==> src/rtl/mc_ctrl_pkg.sv <==
// Purpose: shared types and encodings for the multicycle controller.
// Latency: n/a (declarations only).
// Backpressure: n/a.
package mc_ctrl_pkg;

    typedef enum logic [2:0] {
        ST_FETCH  = 3'd0,
        ST_DECODE = 3'd1,
        ST_EXEC   = 3'd2,
        ST_BRANCH = 3'd3,
        ST_MEM    = 3'd4,
        ST_WB     = 3'd5,
        ST_TRAP   = 3'd6
    } state_t;

    typedef enum logic [3:0] {
        CLS_ALU_R, CLS_ALU_I, CLS_LW, CLS_SW, CLS_BEQ, CLS_BNE,
        CLS_J, CLS_JAL, CLS_JR, CLS_ILL
    } cls_t;

    localparam logic [5:0] OP_RTYPE = 6'b000000;
    localparam logic [5:0] OP_J     = 6'b000010;
    localparam logic [5:0] OP_JAL   = 6'b000011;
    localparam logic [5:0] OP_BEQ   = 6'b000100;
    localparam logic [5:0] OP_BNE   = 6'b000101;
    localparam logic [5:0] OP_ADDI  = 6'b001000;
    localparam logic [5:0] OP_SLTI  = 6'b001010;
    localparam logic [5:0] OP_SLTIU = 6'b001011;
    localparam logic [5:0] OP_ANDI  = 6'b001100;
    localparam logic [5:0] OP_ORI   = 6'b001101;
    localparam logic [5:0] OP_XORI  = 6'b001110;
    localparam logic [5:0] OP_LUI   = 6'b001111;
    localparam logic [5:0] OP_LW    = 6'b100011;
    localparam logic [5:0] OP_SW    = 6'b101011;
    localparam logic [5:0] FN_JR    = 6'b001000;

    localparam logic [4:0] ALU_ADD   = 5'b00000;
    localparam logic [4:0] ALU_SUB   = 5'b00001;
    localparam logic [4:0] ALU_RTYPE = 5'b00010;
    localparam logic [4:0] ALU_SLT   = 5'b00011;
    localparam logic [4:0] ALU_AND   = 5'b00100;
    localparam logic [4:0] ALU_OR    = 5'b00101;
    localparam logic [4:0] ALU_XOR   = 5'b00110;
    localparam logic [4:0] ALU_LUI   = 5'b00111;
    localparam logic [4:0] ALU_SLTU  = 5'b01000;

    localparam logic [1:0] SRCB_B      = 2'd0;
    localparam logic [1:0] SRCB_FOUR   = 2'd1;
    localparam logic [1:0] SRCB_IMM    = 2'd2;
    localparam logic [1:0] SRCB_IMM_SH = 2'd3;

    localparam logic [1:0] PC_ALU    = 2'd0;
    localparam logic [1:0] PC_ALUOUT = 2'd1;
    localparam logic [1:0] PC_JUMP   = 2'd2;
    localparam logic [1:0] PC_RS     = 2'd3;

    // Loads and stores are the only classes that visit the MEM state.
    function automatic logic is_mem_cls(cls_t c);
        return (c == CLS_LW) || (c == CLS_SW);
    endfunction

endpackage

==> src/rtl/mc_ctrl_if.sv <==
// Purpose: controller <-> datapath/memory signal bundle.
// Latency: n/a (wires only).
// Backpressure: memory stalls the controller through mem_ready.
interface mc_ctrl_if #(parameter int ALU_OP_W = 5);
    logic [5:0]          opcode;
    logic [5:0]          funct;
    logic                zero;
    logic                mem_ready;
    logic                mem_req;
    logic                mem_we;
    logic                i_or_d;
    logic                ir_write;
    logic                pc_write;
    logic                reg_write;
    logic                reg_dst;
    logic                mem_to_reg;
    logic                alu_src_a;
    logic                is_signed;
    logic                link;
    logic [1:0]          alu_src_b;
    logic [1:0]          pc_src;
    logic [ALU_OP_W-1:0] alu_op;
    logic [2:0]          state_o;
    logic                timeout;
    logic                illegal_op;
    logic                halted;

    modport master (
        input  opcode, funct, zero, mem_ready,
        output mem_req, mem_we, i_or_d, ir_write, pc_write, reg_write, reg_dst,
               mem_to_reg, alu_src_a, is_signed, link, alu_src_b, pc_src,
               alu_op, state_o, timeout, illegal_op, halted
    );

    modport slave (
        output opcode, funct, zero, mem_ready,
        input  mem_req, mem_we, i_or_d, ir_write, pc_write, reg_write, reg_dst,
               mem_to_reg, alu_src_a, is_signed, link, alu_src_b, pc_src,
               alu_op, state_o, timeout, illegal_op, halted
    );
endinterface

==> src/rtl/mc_ctrl_dec.sv <==
// Purpose: classify opcode/funct into instruction class, EXEC alu_op and immediate signedness.
// Latency: combinational, zero cycles.
// Backpressure: none.
module mc_ctrl_dec
    import mc_ctrl_pkg::*;
(
    input  logic [5:0] opcode,
    input  logic [5:0] funct,
    output cls_t       cls,
    output logic [4:0] alu_op,
    output logic       is_signed
);

    // Anything not matched below stays CLS_ILL; logical immediates zero-extend.
    always_comb begin
        cls       = CLS_ILL;
        alu_op    = ALU_ADD;
        is_signed = 1'b1;
        case (opcode)
            OP_RTYPE: begin
                if (funct == FN_JR) begin
                    cls = CLS_JR;
                end else begin
                    cls    = CLS_ALU_R;
                    alu_op = ALU_RTYPE;
                end
            end
            OP_ADDI:  cls = CLS_ALU_I;
            OP_SLTI:  begin cls = CLS_ALU_I; alu_op = ALU_SLT;  end
            OP_SLTIU: begin cls = CLS_ALU_I; alu_op = ALU_SLTU; end
            OP_ANDI:  begin cls = CLS_ALU_I; alu_op = ALU_AND; is_signed = 1'b0; end
            OP_ORI:   begin cls = CLS_ALU_I; alu_op = ALU_OR;  is_signed = 1'b0; end
            OP_XORI:  begin cls = CLS_ALU_I; alu_op = ALU_XOR; is_signed = 1'b0; end
            OP_LUI:   begin cls = CLS_ALU_I; alu_op = ALU_LUI;  end
            OP_LW:    cls = CLS_LW;
            OP_SW:    cls = CLS_SW;
            OP_BEQ:   begin cls = CLS_BEQ; alu_op = ALU_SUB; end
            OP_BNE:   begin cls = CLS_BNE; alu_op = ALU_SUB; end
            OP_J:     cls = CLS_J;
            OP_JAL:   cls = CLS_JAL;
            default:  cls = CLS_ILL;
        endcase
    end

endmodule

==> src/rtl/mc_ctrl.sv <==
// Purpose: multicycle CPU control FSM with memory wait-timeout trap; MC_CTRL_ILLEGAL_TRAP_EN traps unknown opcodes.
// Latency: J/JAL/JR 2, BEQ/BNE 3, ALU/SW 4, LW 5 cycles with zero-wait memory.
// Backpressure: FETCH and MEM hold until mem_ready; MAX_WAIT stalled cycles then TRAP.
module mc_ctrl
    import mc_ctrl_pkg::*;
#(
    parameter int ALU_OP_W = 5,
    parameter int MAX_WAIT = 15
) (
    input  logic     clk,
    input  logic     rst,
    mc_ctrl_if.master bus
);

    localparam int              CNT_W    = $clog2(MAX_WAIT + 1);
    localparam logic [CNT_W-1:0] WAIT_LIM = CNT_W'(MAX_WAIT);

    state_t           state;
    state_t           state_nxt;
    logic [CNT_W-1:0] wait_cnt;
    logic             run;
    logic             timeout_q;
    logic             halted_q;
    logic             wait_expired;

    cls_t             cls;
    logic [4:0]       dec_alu_op;
    logic             dec_signed;

    logic             mem_req_c, mem_we_c, i_or_d_c, ir_write_c, pc_write_c;
    logic             reg_write_c, reg_dst_c, mem_to_reg_c, alu_src_a_c, link_c;
    logic [1:0]       alu_src_b_c, pc_src_c;
    logic [4:0]       alu_op_c;

`ifdef MC_CTRL_ILLEGAL_TRAP_EN
    logic             illegal_q;
    logic             go_illegal;
`endif

    mc_ctrl_dec u_dec (
        .opcode    (bus.opcode),
        .funct     (bus.funct),
        .cls       (cls),
        .alu_op    (dec_alu_op),
        .is_signed (dec_signed)
    );

    // Control word per state; run gates the first fetch until one edge after reset release.
    always_comb begin
        mem_req_c    = 1'b0;
        mem_we_c     = 1'b0;
        i_or_d_c     = 1'b0;
        ir_write_c   = 1'b0;
        pc_write_c   = 1'b0;
        reg_write_c  = 1'b0;
        reg_dst_c    = 1'b0;
        mem_to_reg_c = 1'b0;
        alu_src_a_c  = 1'b0;
        link_c       = 1'b0;
        alu_src_b_c  = SRCB_B;
        pc_src_c     = PC_ALU;
        alu_op_c     = ALU_ADD;
        case (state)
            ST_FETCH: begin
                mem_req_c   = run;
                alu_src_b_c = SRCB_FOUR;
                if (run && bus.mem_ready) begin
                    ir_write_c = 1'b1;
                    pc_write_c = 1'b1;
                end
            end
            ST_DECODE: begin
                alu_src_b_c = SRCB_IMM_SH;
                case (cls)
                    CLS_J:   begin pc_write_c = 1'b1; pc_src_c = PC_JUMP; end
                    CLS_JAL: begin
                        pc_write_c  = 1'b1;
                        pc_src_c    = PC_JUMP;
                        reg_write_c = 1'b1;
                        link_c      = 1'b1;
                    end
                    CLS_JR:  begin pc_write_c = 1'b1; pc_src_c = PC_RS; end
                    default: pc_write_c = 1'b0;
                endcase
            end
            ST_EXEC: begin
                alu_src_a_c = 1'b1;
                alu_op_c    = dec_alu_op;
                alu_src_b_c = (cls == CLS_ALU_R) ? SRCB_B : SRCB_IMM;
            end
            ST_BRANCH: begin
                alu_src_a_c = 1'b1;
                alu_op_c    = ALU_SUB;
                pc_src_c    = PC_ALUOUT;
                pc_write_c  = ((cls == CLS_BEQ) && bus.zero) || ((cls == CLS_BNE) && !bus.zero);
            end
            ST_MEM: begin
                mem_req_c = 1'b1;
                i_or_d_c  = 1'b1;
                mem_we_c  = (cls == CLS_SW);
            end
            ST_WB: begin
                reg_write_c  = 1'b1;
                reg_dst_c    = (cls == CLS_ALU_R);
                mem_to_reg_c = (cls == CLS_LW);
            end
            default: alu_op_c = ALU_ADD;
        endcase
    end

    // Next state; an expired wait overrides everything, but a same-cycle mem_ready wins.
    always_comb begin
        state_nxt    = state;
        wait_expired = mem_req_c && !bus.mem_ready && (wait_cnt == WAIT_LIM);
`ifdef MC_CTRL_ILLEGAL_TRAP_EN
        go_illegal   = 1'b0;
`endif
        case (state)
            ST_FETCH:  if (mem_req_c && bus.mem_ready) state_nxt = ST_DECODE;
            ST_DECODE: begin
                case (cls)
                    CLS_ALU_R, CLS_ALU_I, CLS_LW, CLS_SW: state_nxt = ST_EXEC;
                    CLS_BEQ, CLS_BNE:                     state_nxt = ST_BRANCH;
`ifdef MC_CTRL_ILLEGAL_TRAP_EN
                    CLS_ILL: begin
                        state_nxt  = ST_TRAP;
                        go_illegal = 1'b1;
                    end
`endif
                    default:                              state_nxt = ST_FETCH;
                endcase
            end
            ST_EXEC:   state_nxt = is_mem_cls(cls) ? ST_MEM : ST_WB;
            ST_BRANCH: state_nxt = ST_FETCH;
            ST_MEM:    if (bus.mem_ready) state_nxt = (cls == CLS_LW) ? ST_WB : ST_FETCH;
            ST_WB:     state_nxt = ST_FETCH;
            default:   state_nxt = ST_TRAP;
        endcase
        if (wait_expired) state_nxt = ST_TRAP;
    end

    // State, wait counter and sticky status; TRAP is left only through reset.
    always_ff @(posedge clk or posedge rst) begin
        if (rst) begin
            state     <= ST_FETCH;
            wait_cnt  <= '0;
            run       <= 1'b0;
            timeout_q <= 1'b0;
            halted_q  <= 1'b0;
`ifdef MC_CTRL_ILLEGAL_TRAP_EN
            illegal_q <= 1'b0;
`endif
        end else begin
            run   <= 1'b1;
            state <= state_nxt;
            if (bus.mem_ready || (state_nxt != state)) begin
                wait_cnt <= '0;
            end else if (mem_req_c) begin
                wait_cnt <= wait_cnt + 1'b1;
            end
            if (wait_expired)          timeout_q <= 1'b1;
            if (state_nxt == ST_TRAP)  halted_q  <= 1'b1;
`ifdef MC_CTRL_ILLEGAL_TRAP_EN
            if (go_illegal)            illegal_q <= 1'b1;
`endif
        end
    end

    assign bus.mem_req    = mem_req_c;
    assign bus.mem_we     = mem_we_c;
    assign bus.i_or_d     = i_or_d_c;
    assign bus.ir_write   = ir_write_c;
    assign bus.pc_write   = pc_write_c;
    assign bus.reg_write  = reg_write_c;
    assign bus.reg_dst    = reg_dst_c;
    assign bus.mem_to_reg = mem_to_reg_c;
    assign bus.alu_src_a  = alu_src_a_c;
    assign bus.is_signed  = dec_signed;
    assign bus.link       = link_c;
    assign bus.alu_src_b  = alu_src_b_c;
    assign bus.pc_src     = pc_src_c;
    assign bus.alu_op     = ALU_OP_W'(alu_op_c);
    assign bus.state_o    = state;
    assign bus.timeout    = timeout_q;
    assign bus.halted     = halted_q;
`ifdef MC_CTRL_ILLEGAL_TRAP_EN
    assign bus.illegal_op = illegal_q;
`else
    assign bus.illegal_op = 1'b0;
`endif

endmodule

==> src/flat_wrapper.sv <==
// flat-port wrapper written by rule: the top's interface ports become plain ports
module mc_ctrl_flat import mc_ctrl_pkg::*;
#(
    parameter int ALU_OP_W = 5,
    parameter int MAX_WAIT = 15
)
  (clk, rst, bus_opcode, bus_funct, bus_zero, bus_mem_ready, bus_mem_req, bus_mem_we, bus_i_or_d, bus_ir_write, bus_pc_write, bus_reg_write, bus_reg_dst, bus_mem_to_reg, bus_alu_src_a, bus_is_signed, bus_link, bus_alu_src_b, bus_pc_src, bus_alu_op, bus_state_o, bus_timeout, bus_illegal_op, bus_halted);
  mc_ctrl_if #(.ALU_OP_W(ALU_OP_W)) bus_i ();
  input  logic clk;
  input  logic rst;
  input wire logic [$bits(bus_i.opcode)-1:0] bus_opcode;
  input wire logic [$bits(bus_i.funct)-1:0] bus_funct;
  input wire logic [$bits(bus_i.zero)-1:0] bus_zero;
  input wire logic [$bits(bus_i.mem_ready)-1:0] bus_mem_ready;
  output wire logic [$bits(bus_i.mem_req)-1:0] bus_mem_req;
  output wire logic [$bits(bus_i.mem_we)-1:0] bus_mem_we;
  output wire logic [$bits(bus_i.i_or_d)-1:0] bus_i_or_d;
  output wire logic [$bits(bus_i.ir_write)-1:0] bus_ir_write;
  output wire logic [$bits(bus_i.pc_write)-1:0] bus_pc_write;
  output wire logic [$bits(bus_i.reg_write)-1:0] bus_reg_write;
  output wire logic [$bits(bus_i.reg_dst)-1:0] bus_reg_dst;
  output wire logic [$bits(bus_i.mem_to_reg)-1:0] bus_mem_to_reg;
  output wire logic [$bits(bus_i.alu_src_a)-1:0] bus_alu_src_a;
  output wire logic [$bits(bus_i.is_signed)-1:0] bus_is_signed;
  output wire logic [$bits(bus_i.link)-1:0] bus_link;
  output wire logic [$bits(bus_i.alu_src_b)-1:0] bus_alu_src_b;
  output wire logic [$bits(bus_i.pc_src)-1:0] bus_pc_src;
  output wire logic [$bits(bus_i.alu_op)-1:0] bus_alu_op;
  output wire logic [$bits(bus_i.state_o)-1:0] bus_state_o;
  output wire logic [$bits(bus_i.timeout)-1:0] bus_timeout;
  output wire logic [$bits(bus_i.illegal_op)-1:0] bus_illegal_op;
  output wire logic [$bits(bus_i.halted)-1:0] bus_halted;
  assign bus_i.opcode = bus_opcode;
  assign bus_i.funct = bus_funct;
  assign bus_i.zero = bus_zero;
  assign bus_i.mem_ready = bus_mem_ready;
  assign bus_mem_req = bus_i.mem_req;
  assign bus_mem_we = bus_i.mem_we;
  assign bus_i_or_d = bus_i.i_or_d;
  assign bus_ir_write = bus_i.ir_write;
  assign bus_pc_write = bus_i.pc_write;
  assign bus_reg_write = bus_i.reg_write;
  assign bus_reg_dst = bus_i.reg_dst;
  assign bus_mem_to_reg = bus_i.mem_to_reg;
  assign bus_alu_src_a = bus_i.alu_src_a;
  assign bus_is_signed = bus_i.is_signed;
  assign bus_link = bus_i.link;
  assign bus_alu_src_b = bus_i.alu_src_b;
  assign bus_pc_src = bus_i.pc_src;
  assign bus_alu_op = bus_i.alu_op;
  assign bus_state_o = bus_i.state_o;
  assign bus_timeout = bus_i.timeout;
  assign bus_illegal_op = bus_i.illegal_op;
  assign bus_halted = bus_i.halted;
  mc_ctrl #(.ALU_OP_W(ALU_OP_W), .MAX_WAIT(MAX_WAIT)) u_core (.clk(clk), .rst(rst), .bus(bus_i));
endmodule
==> config.mk <==
export PLATFORM = sky130hd
export DESIGN_NAME = mc_ctrl_flat
export DESIGN_NICKNAME = d
export VERILOG_FILES = /design/src/rtl/mc_ctrl_pkg.sv /design/src/rtl/mc_ctrl_if.sv /design/src/rtl/mc_ctrl_dec.sv /design/src/rtl/mc_ctrl.sv /design/src/flat_wrapper.sv
export SDC_FILE = /design/constraint.sdc
export NUM_CORES = 1
export LEC_CHECK = 0
export BUFFER_PORTS_ARGS = -buffer_cell sky130_fd_sc_hd__buf_4
export CAP_MARGIN = 20
export CORE_ASPECT_RATIO = 0.7
export CORE_MARGIN = 3
export CORE_UTILIZATION = 45
export CTS_CLUSTER_DIAMETER = 40
export CTS_CLUSTER_SIZE = 25
export DETAILED_ROUTE_END_ITERATION = 8
export PLACE_DENSITY = 0.86
export SLEW_MARGIN = 0
export SYNTH_ARGS = -nofsm -noshare
export SYNTH_HDL_FRONTEND = slang
export SYNTH_SLANG_ARGS = --single-unit
==> constraint.sdc <==
create_clock -name clk -period 2.95 [get_ports clk]
set_input_delay 0.1475 -clock clk [delete_from_list [all_inputs] [get_ports clk]]
set_output_delay 0.1475 -clock clk [all_outputs]
set_load 0.01 [all_outputs]
==> results.sh <==
export IMPL_path_max_fanout=11
export IMPL_critPathKind="flip-flop to primary output"
export IMPL_synth_edff_count=0
export IMPL_grt_usage=0.2141
export IMPL_syn_instance_count=127
export IMPL_synth_compound_area_share=0.1902
export IMPL_first_pass_iters=4
export IMPL_clockBufferDepth=2
export IMPL_leakage_nw=0.6003
export IMPL_rsz0062_at_grt="no"
export IMPL_synth_top_family_by_area="simple AND/OR/NAND/NOR gates"
export IMPL_clkSlewWorstSetupHoldPaths_ns=0.06
export IMPL_diodes=0
export IMPL_cp_top_family="simple AND/OR/NAND/NOR gates"
export IMPL_grt_start_max_net_pins=18
export IMPL_wirelength_mm=2.979
export IMPL_numCtsBuffers=3
export IMPL_layout_nets=179
export IMPL_synth_xor_area_frac=0.03526
export IMPL_grt_pass1_vias=1051
export IMPL_endpoint_kind="primary output"
export IMPL_fin_crit_sh=0.6952
export IMPL_fin_skew_ns=0.005576
export IMPL_yosysSeqAreaShare=0.2519
export IMPL_antenna_found_initial=0
export IMPL_die_y_um=45.31
export IMPL_rows=13
export IMPL_drc=0
export IMPL_min_path_type="input pin to flip-flop"
export IMPL_final_min_clock_period_ns=2.051
export IMPL_wl_per_cell_um=15.68
export IMPL_place_ws_ns=1.161
export IMPL_cts_tree="yes"
export IMPL_status="finished clean"
export IMPL_cts_max_level=1
export IMPL_setup_viol=0
export IMPL_fp_dieW_um=62.16
export IMPL_finalWorstSetupSlack_ns=0.8991
export IMPL_design_die_area_um2=2816
export IMPL_port_buffers=39
export IMPL_place_hpwl_mm=2.229
export IMPL_cts_sinks=10
export IMPL_synthFlopType="dfrtp_1"
export IMPL_yosys_top_cells_area="dfrtp_1, nor2_1, inv_1"
export IMPL_ys_top_cells_by_count="nor2_1, dfrtp_1, inv_1, nand2_1"
export IMPL_cpPeakStageDelay_ns=0.57
export IMPL_arrival_ns=1.90
export IMPL_vdd_drop_max_uv=338.9
export IMPL_max_freq_mhz=487.6
export IMPL_synth_top_area_share=0.2519
export IMPL_crit_slowest_cell="dfrtp_1"
export IMPL_syn_area_um2=993.5
export IMPL_synth_top_area_cell="dfrtp_1"
export IMPL_root_buffer="clkbuf_4"
export IMPL_drv_slew=0
export IMPL_powerDensity_nw_per_um2=346.3
export IMPL_start_util=0.5048
export IMPL_required_ns=2.80
export IMPL_insertion_delay_ns=0.27
export IMPL_ant_nets=0
export IMPL_synthArstFlopShare=1.000
export IMPL_ios=42
export IMPL_grt_pass1_wl_mm=4.850
export IMPL_via_per_inst=5.853
export IMPL_overflow=0
export IMPL_vias=1112
export IMPL_setup_tns_ns=0
export IMPL_start_kind="flip-flop"
export IMPL_post_synth_top_count_cell="nor2_1"
export IMPL_hold_viol_final=0
export IMPL_synth_yosys_warnings=0
export IMPL_synth_mux_area_frac=0.02141
export IMPL_synth_seq_cells=10
export IMPL_worstPathCellList="nor3b_2, nand3_1, nor4b_2, o21a_1, buf_4"
export IMPL_core_um2=1968
export IMPL_max_cap_viol_count=0
export IMPL_drt_iter0_markers=74
export IMPL_drive_above_1_share=0.3000
export IMPL_area_delta_synth_final_pct=29.72
export IMPL_yosys_area_share_adder=0.01259
export IMPL_relSlewSlack=0.6133
export IMPL_path_buf_inv=1
export IMPL_synth_distinct_cells=48
export IMPL_synth_avg_cell_area_um2=7.822
export IMPL_gp_congestion=0.9640
export IMPL_synthSimpleGateAreaFrac=0.3753
export IMPL_worstMarginPinSlew_ns=0.5788
-- cell usage in the layout, fill, tap and decap left out, types with 2 or more instances in the layout --
cell	count
a211o_1	3
a211oi_1	2
buf_4	39
clkbuf_4	3
conb_1	3
dfrtp_1	10
inv_1	9
nand2_1	8
nand2b_1	3
nand3_1	6
nand4_1	4
nand4b_1	2
nor2_1	16
nor2b_1	3
nor3_1	4
nor3_2	2
nor3b_1	3
nor4_1	3
o211ai_1	2
o21a_1	2
o21ai_0	4
xnor2_1	3
-- layer usage --
| layer | vias up | GRT usage | share of wire |
|---|---|---|---|
| li1 | 516 | - | - |
| met1 | 524 | 0.2792 | 0.43 |
| met2 | 66 | 0.3483 | 0.45 |
| met3 | 6 | 0.05970 | 0.10 |
| met4 | 0 | 0.07489 | 0.018 |
| met5 | - | 0 | 0 |
-- cell type report --
type / instances / area (um2)
tap: 30 / 37.54
fill: 166 / 679.4
clock buffer: 3 / 22.52
sequential: 10 / 250.2
multi-input combinational: 98 / 641.9
timing repair buffer: 40 / 302.8
inverter: 9 / 33.78
-- sequential cells by signal, indices dropped and copies added (netlist names) --
register and cells:
u_core.wait_cnt 4, u_core.bus.state_o 3, u_core.bus.halted 1, u_core.bus.timeout 1, u_core.run 1
-- power by group --
group | switching (mW) | internal [mW] | leakage [nW] | total [mW]
sequential | 0.0244 | 0.151 | 0.135 | 0.176
combinational | 0.0938 | 0.0842 | 0.452 | 0.178
clock | 0.0453 | 0.0471 | 0.0138 | 0.0924
-- worst min-delay path: cells and delay by family --
family	cells	cell delay (ns)
AO/OA/AOI/OAI	1	0.11
buffers and inverters	1	0.14
AND/OR/NAND/NOR	1	0.05
-- worst paths after layout --
kind	startpoint	endpoint	slack (ns)	cells past startpoint
max in group asynchronous	rst	u_core.run$_DFF_PP0_	2.23	3
hold reg to reg	u_core.bus.halted$_DFFE_PP0N_	u_core.bus.halted$_DFFE_PP0N_	0.48	1
min in group asynchronous	rst	u_core.bus.state_o[0]$_DFF_PP0_	0.43	3
setup reg to reg	u_core.bus.state_o[2]$_DFF_PP0_	u_core.wait_cnt[1]$_DFFE_PP0P_	1.21	4
hold / removal	bus_mem_ready	u_core.bus.state_o[0]$_DFF_PP0_	0.24	3
setup / recovery	u_core.bus.state_o[0]$_DFF_PP0_	bus_reg_write	0.90	5
-- cell families (layout without fill, tap and decap cells) --
family	after synthesis	in the layout
adders and majority gates	1	1
other	2	3
AOI/OAI and AO/OA	24	24
DFF	10	10
xor gates and xnor gates	4	4
muxes	2	2
buffers and inverters	20	52
and+or+nand+nor	64	64
-- through the flow --
stage	hold slack, ns	util	std cells	power [mW]	instance area [um2]
2_1_floorplan	-0.01232	-	128	0.2828	997.2
3_3_place_gp	0.1440	0.6383	186	0.3456	1256
3_5_place_dp	0.1523	0.6383	186	0.3502	1256
4_1_cts	0.2335	0.6548	190	0.4437	1289
5_1_grt	0.2601	0.6548	190	0.4743	1289
6_report	0.2358	0.6548	190	0.4463	1289
-- what timing repair did --
action / in CTS / in global routing
hold endpoints to repair: 10 / 0
hold buffers: 1 / 0
resized for setup: 0 / 0
setup buffers: 0 / 0
Note: power is estimated with default switching activity, not from simulation.
